### config.mk
export PLATFORM = sky130hd
export DESIGN_NAME = servo_pwm_driver
export DESIGN_NICKNAME = d
export VERILOG_FILES = /design/src/rtl/servo_pwm_driver.sv
export SDC_FILE = /design/constraint.sdc
export NUM_CORES = 1
export LEC_CHECK = 0
export BUFFER_PORTS_ARGS = -buffer_cell sky130_fd_sc_hd__buf_2
export CORE_UTILIZATION = 30
export CTS_BUF_LIST = sky130_fd_sc_hd__clkbuf_4
export CTS_CLUSTER_SIZE = 20
export DETAILED_ROUTE_END_ITERATION = 7
export GPL_ROUTABILITY_DRIVEN = 0
export SLEW_MARGIN = 20
export SYNTH_ARGS = -nofsm -noshare
export SYNTH_HDL_FRONTEND = slang
export SYNTH_SLANG_ARGS = --single-unit
### constraint.sdc
create_clock -name clk -period 7.2 [get_ports clk]
set_input_delay 1.44 -clock clk [delete_from_list [all_inputs] [get_ports clk]]
set_output_delay 1.44 -clock clk [all_outputs]
set_load 0.02 [all_outputs]
### src/rtl/servo_pwm_driver.sv
// servo_pwm_driver: NUM_SERVOS-channel servo PWM generator driven from one shared frame counter
// Ports: clk; ResetServoModule (async, active-high); EnableServos runs frames;
//   ServoNum/ActiveServoDuty select the servo and its high time in clk cycles;
//   ServoPWM one line per servo; ActivePeriodFinished one-cycle pulse per frame boundary;
//   DutyClampHit sticky saturation flag.
// Build option: define SERVO_CLAMP_EN to saturate sampled duties to [MIN_DUTY, MAX_DUTY].
module servo_pwm_driver #(
  parameter int PERIOD_CYCLES = 2_000_000,
  parameter int NUM_SERVOS    = 4,
  parameter int DUTY_W        = 21,
  parameter int PARK_DUTY     = 100_000,
  parameter int MIN_DUTY      = 50_000,
  parameter int MAX_DUTY      = 250_000
) (
  input  logic                  clk,
  input  logic                  ResetServoModule,
  input  logic                  EnableServos,
  input  logic [1:0]            ServoNum,
  input  logic [DUTY_W-1:0]     ActiveServoDuty,
  output logic [NUM_SERVOS-1:0] ServoPWM,
  output logic                  ActivePeriodFinished,
  output logic                  DutyClampHit
);
`ifdef SERVO_CLAMP_EN
  localparam bit CLAMP = 1'b1;
`else
  localparam bit CLAMP = 1'b0;
`endif
  typedef enum logic {IDLE, RUN} state_t;
  state_t state, state_d;
  logic [DUTY_W-1:0] counter, counter_d, duty_in;
  logic [DUTY_W-1:0] duty_reg [NUM_SERVOS];
  logic [NUM_SERVOS-1:0] pwm_d;
  logic wrap, sample, lo, hi, apf_d;
  always_ff @(posedge clk or posedge ResetServoModule)
    if (ResetServoModule) state <= IDLE;
    else state <= state_d;
  always_comb state_d = EnableServos ? RUN : IDLE;
  // A falling enable overrides the wrap: no sample, no frame pulse, pulse truncated.
  always_comb begin
    wrap = state == RUN && counter == DUTY_W'(PERIOD_CYCLES - 1);
    sample = EnableServos && (state == IDLE || wrap) && int'(ServoNum) < NUM_SERVOS;
    lo = CLAMP && ActiveServoDuty < DUTY_W'(MIN_DUTY);
    hi = CLAMP && ActiveServoDuty > DUTY_W'(MAX_DUTY);
    duty_in = lo ? DUTY_W'(MIN_DUTY) : hi ? DUTY_W'(MAX_DUTY) : ActiveServoDuty;
    counter_d = (state == RUN && EnableServos && !wrap) ? counter + DUTY_W'(1) : '0;
    apf_d = EnableServos && wrap;
    for (int i = 0; i < NUM_SERVOS; i++)
      pwm_d[i] = state == RUN && EnableServos && counter < duty_reg[i];
  end
  always_ff @(posedge clk or posedge ResetServoModule)
    if (ResetServoModule) begin
      counter <= '0;
      ServoPWM <= '0;
      ActivePeriodFinished <= 1'b0;
      DutyClampHit <= 1'b0;
      for (int i = 0; i < NUM_SERVOS; i++) duty_reg[i] <= DUTY_W'(PARK_DUTY);
    end else begin
      counter <= counter_d;
      ServoPWM <= pwm_d;
      ActivePeriodFinished <= apf_d;
      DutyClampHit <= DutyClampHit | (sample && (lo || hi));
      for (int i = 0; i < NUM_SERVOS; i++)
        if (sample && int'(ServoNum) == i) duty_reg[i] <= duty_in;
    end
endmodule

==> results of run 1 <==
[stage by stage]
stage	cell area [µm²]	utilization, %
after floorplan	6560	-
after global routing	7160	33.7
after global placement	7020	33.1
after CTS	7160	33.7
after detailed placement	7020	33.1
final	7160	33.7
[worst max path at each step]
stage	slack [ns]	to	depth (start not counted)	from
after floorplan	2.87	ActivePeriodFinished$_DFF_PP0_	1	ResetServoModule
after global placement	4.31	duty_reg[23]$_DFFE_PP0P_	3	ResetServoModule
after detailed placement	4.29	duty_reg[22]$_DFFE_PP0P_	3	ResetServoModule
after CTS	4.34	duty_reg[83]$_DFFE_PP0P_	6	counter[13]$_DFF_PP0_
after global routing	4.14	duty_reg[80]$_DFFE_PP0P_	6	counter[6]$_DFF_PP0_
final	4.35	duty_reg[83]$_DFFE_PP0P_	6	counter[13]$_DFF_PP0_
[power groups by stage]
stage	clock network (mW)	logic (mW)	registers [mW]
CTS	0.335	0.336	0.807
global placement	0	0.324	0.817
finish	0.320	0.329	0.807
detailed placement	0	0.337	0.817
floorplan	0	0.263	0.802
global route	0.362	0.383	0.823
[area by class of cell]
type	count	area, µm²	share of cell area, %
well taps	275	344	4.81
repair buffers	35	188	2.62
clock inverters	6	61.3	0.856
flip-flops and latches	111	2810	39.2
multi-input cells	386	3360	46.9
inverters	85	322	4.49
diodes	1	2.50	0.0350
clock buffers	10	75.1	1.05
[cell families after synthesis]
| family | Yosys count | synth area share (%) |
|---|---|---|
| buf+inv | 95 | 6.03 |
| other cells | 1 | 0.0572 |
| flops | 111 | 42.8 |
| compound gates | 70 | 6.73 |
| xor+xnor | 18 | 2.40 |
| mux | 84 | 16.7 |
| fa+ha+maj | 81 | 15.4 |
| simple gates | 132 | 9.84 |
[worst max-delay path, cell delays in order (launching register included)]
cell and delay (ns):
dfrtp_1 0.54, or4b_4 0.58, nor4_4 0.19, nand3_2 0.24, a2111oi_4 0.42, buf_4 0.40, mux2_1 0.36
[layer usage]
| metal | vias to the layer above | track usage (%) | routed length, µm |
|---|---|---|---|
| li1 | 2094 | - | - |
| met1 | 2051 | 19.0 | 7000 |
| met2 | 51 | 20.9 | 6010 |
| met3 | 10 | 2.93 | 355 |
| met4 | 0 | 3.13 | 135 |
| met5 | - | 0 | 0 |
[synthesized netlist by cell type, drive strengths merged]
cell type	instances
nand3b	1
buf	9
a2bb2oi	4
a2111o	2
o21a	4
and3	1
mux2	84
conb	1
xor2	14
nor4	7
nand4	17
and4	1
inv	85
clkbuf	1
nor2	36
o31ai	1
nor3	1
nor2b	8
and2	1
ha	81
or4b	1
nand3	14
nand2	41
a31oi	5
dfstp	24
a2111oi	2
or2	1
dfrtp	87
xnor2	4
o21ai	16
a21oi	36
nand2b	2
==> results.yml, run 1 <==
clock_network:
  clkTransAtPathRegs_ns: 0.17
  cts_hold_buf: 0
  cts_sinks: 111
  cts_setup_buffers: 0
  tritoncts: "done"
  insertion_delay_ns: 0.50
  htree_levels: 3
  cts-root-buf: "clkbuf_4"
  cts_made_buffers: 9
  post_cts_resize_count: 0
  cts.path.max_buffers: 2
setup_path:
  worstPathMaxFanout: 21
  r2r-end: "duty_reg[83]$_DFFE_PP0P_"
  crit_type: "flop to flop"
  end_kind: "flop"
  reg2reg_depth: 6
  setup.worst_path.start_class: "flop"
  r2r_start: "counter[13]$_DFF_PP0_"
  reg2reg_slack_ns: 4.35
  required_ns: 7.58
  crit_arrival_ns: 3.23
routing:
  vias: 4206
  routedWlPerCell_um: 14.8
  drc_errors: 0
  viasPerCell: 4.63
  drt-initial-drc-count: 160
  wl_um: 13500
  first_pass_iters: 4
  postRouteAntennaNets: 0
min_path:
  holdCritStartpoint: "duty_reg[8]$_DFFE_PP0P_"
  holdPathEnd: "duty_reg[8]$_DFFE_PP0P_"
  min_path_type: "flop to flop"
  hold_depth: 1
global_routing:
  grt_usage_pct: 13.5
  grt_pass1_vias: 4371
  gr-total-overflow: 0
  antenna_found_initial: 1
  grt_pass1_wl_um: 23200
  grt_max_degree: 72
yosys:
  yosys_warnings: 0
  netlist_area_um2: 6560
  yosysTopAreaCell: "dfrtp_1"
  ys_ff_latch: 111
  syn_inst: 592
  syn_nets: 699
  ys_seq_area_share_pct: 42.8
  synth_area_per_cell_um2: 11.1
  ys_types: 37
  yosys-top-cells-area: "dfrtp_1, ha_1, dfstp_2"
  synth_top_area_share_pct: 33.2
run_status:
  outcome: "finished clean"
layout:
  final_cell_mix: "dfrtp_1, inv_1, ha_1, mux2_1, nand2_1"
  fillCellCount: 2175
  mostFrequentLayoutCell: "dfrtp_1"
  fin_cells: 909
  largest_reg_flops: 84
  area_growth_pct: 9.10
  drive_gt1_share_pct: 19.3
  nets: 735
timing:
  slew_violations: 0
  whs_ns: 0.502
  fin_skew_ns: 0.0265
  fin_crit_ns: 2.85
  fin_crit_sh_pct: 39.6
  finalWorstSetupSlack_ns: 4.35
  hold_viol: 0
  setup_violations: 0
  rsz0062_at_grt: "no"
  tns_ns: 0
  relSlewSlack_pct: 33.9
  fmax_ghz: 0.350
  tightest_slew_ns: 0.983
placed_design:
  port_buffers: 30
  place_inst: 892
  hpwl_um: 9780
  pre_cts_slack_ns: 4.29
run:
  max_cap_violations: 0
power:
  netSwitchingFraction_pct: 29.2
  powerDensity_nw_per_um2: 203
  power_frac_clock_pct: 22.0
  ir_drop_uv: 98.6
  p_int_mw: 1.03
  power_leakage_nw: 3.56
  p_seq_share_pct: 55.4
  power_frac_comb_pct: 22.6
  switching_power_uw: 425
  p_total_mw: 1.46
die:
  die_width_um: 150
  core_area_um2: 21200
  die-area_um2: 22500
  initial_core_util_pct: 30.9
  die_height_um: 150
  ios: 32
  num_rows: 53
Power figures use the tool's default switching activity.
==> inputs of run 2 (changes only) <==
==> constraint.sdc (replaced) <==
create_clock -name clk -period 2.85 [get_ports clk]
set_input_delay 0.57 -clock clk [delete_from_list [all_inputs] [get_ports clk]]
set_output_delay 0.57 -clock clk [all_outputs]
set_load 0.02 [all_outputs]
==> run 2 against run 1 <==
Net effect: fmax increased by 11%; register-to-register slack got worse by 4.1 ns; count of clock-buffer cells in the layout increased by 1; clock skew about the same; combinational power increased to 2.6 times the previous value.
==> results.yml, run 2 (same netlist as run 1, synthesis figures left out) <==
run_status:
  outcome: "finished clean"
clock_network:
  cts_sinks: 111
  htree_levels: 3
  cts.path.max_buffers: 2
  insertion_delay_ns: 0.50
  cts-root-buf: "clkbuf_4"
  tritoncts: "done"
  cts_setup_buffers: 0
  post_cts_resize_count: 0
  cts_hold_buf: 0
  clkTransAtPathRegs_ns: 0.18
  cts_made_buffers: 9
setup_path:
  end_kind: "flop"
  critPathMaxStageDelay_ns: 0.53
  cp_slowest_cell: "or4b_4"
  crit_type: "flop to flop"
  cp_num_buf_inv: 1
  required_ns: 3.25
  crit_chain: "or4b_4 > nor4_4 > nand3_2 > a2111o_1 > buf_4 > mux2_1"
  worstPathMaxFanout: 21
  crit_arrival_ns: 2.96
  setup.worst_path.start_class: "flop"
  path_delay_family: "simple AND/OR/NAND/NOR gates"
routing:
  wl_met2_um: 6290
  first_pass_iters: 5
  drc_errors: 0
  viasPerCell: 4.65
  routedWlPerCell_um: 15.0
  vias: 4321
  drt-initial-drc-count: 292
  met3_length_um: 281
  postRouteAntennaNets: 0
  wl_met1_um: 7120
  wl_um: 13900
  dr.max_layer_used: "met4"
placed_design:
  hpwl_um: 10500
  place_inst: 913
  port_buffers: 30
layout:
  mostFrequentLayoutCell: "dfrtp_1"
  final_cell_mix: "dfrtp_1, inv_1, ha_1, mux2_1, nand2_1"
  antennaDiodeCount: 0
  nets: 756
  largest_reg_flops: 84
  area_growth_pct: 12.5
  drive_gt1_share_pct: 21.9
  fillCellCount: 2152
  fin_cells: 929
global_routing:
  grt_pass1_wl_um: 23700
  antenna_found_initial: 0
  grt_usage_pct: 13.8
  gr-total-overflow: 0
  grt_max_degree: 41
  grt_pass1_vias: 4473
power:
  powerDensity_nw_per_um2: 515
  power_leakage_nw: 3.70
  ir_drop_uv: 296
timing:
  tns_ns: 0
  rsz0062_at_grt: "no"
  whs_ns: 0.179
  fin_crit_sh_pct: 89.9
  fin_crit_ns: 2.56
  relSlewSlack_pct: 47.1
  fin_skew_ns: 0.0261
  hold_viol: 0
  fmax_ghz: 0.390
  tightest_slew_ns: 0.793
  slew_violations: 0
  setup_violations: 0
die:
  die_width_um: 150
  die_height_um: 150
  initial_core_util_pct: 30.9
  die-area_um2: 22500
  core_area_um2: 21200
  ios: 32
  num_rows: 53
run:
  max_cap_violations: 0
min_path:
  min_path_type: "input port to async pin"
## run 2: cell types whose count changed in the layout (fill, tap and decap cells not counted)
cell | previous run | this run
buf_12 | 0 | 3
buf_4 | 5 | 23
bufinv_16 | 1 | 2
clkbuf_4 | 10 | 11
clkinv_2 | 3 | 1
clkinv_4 | 0 | 2
diode_2 | 1 | 0
inv_4 | 1 | 0
inv_6 | 1 | 0
## run 2: metrics by stage
stage | power (mW) | util, % | cell area [µm²] | setup slack [ns]
CTS | 3.87 | 34.8 | 7380 | 0.275
global placement | 2.90 | 34.0 | 7220 | 0.304
floorplan | 2.69 | - | 6570 | 0.363
detailed placement | 2.93 | 34.0 | 7220 | 0.277
finish | 3.80 | 34.8 | 7380 | 0.287
global route | 4.08 | 34.8 | 7380 | 0.137
## run 2: metal layers
layer	track usage, %	up-vias
met1	19.2	2104
met5	0	-
li1	-	2142
met4	5.10	0
met2	21.8	58
met3	2.07	17
## run 2: report_power, final
group	total (mW)	internal, mW	switching, mW
logic	0.851	0.441	0.410
clock network	0.915	0.378	0.537
registers	2.04	1.90	0.140
total	3.80	2.72	1.09
## run 2: path summary, 6_finish.rpt
check                                           end                    start  slack [ns]  depth (start not counted)
min in group clk                    state$_DFF_PP0_             EnableServos        0.24                          1
min reg2reg                 duty_reg[0]$_DFFE_PP0P_  duty_reg[0]$_DFFE_PP0P_        0.50                          1
min                            counter[4]$_DFF_PP0_         ResetServoModule        0.18                          2
max reg2reg                duty_reg[40]$_DFFE_PP0P_    counter[13]$_DFF_PP0_        0.29                          6
max                        duty_reg[40]$_DFFE_PP0P_    counter[13]$_DFF_PP0_        0.29                          6
max in group asynchronous  duty_reg[28]$_DFFE_PP1P_         ResetServoModule        1.93                          3
## run 2: cell type report
cell class	instances	area, µm²	share of cell area (%)
inverter	85	323	4.37
sequential	111	2810	38.0
multi-input combinational	386	3360	45.5
tap	275	344	4.66
timing repair buffer	56	383	5.19
clock inverter	5	82.6	1.12
clock buffer	11	82.6	1.12
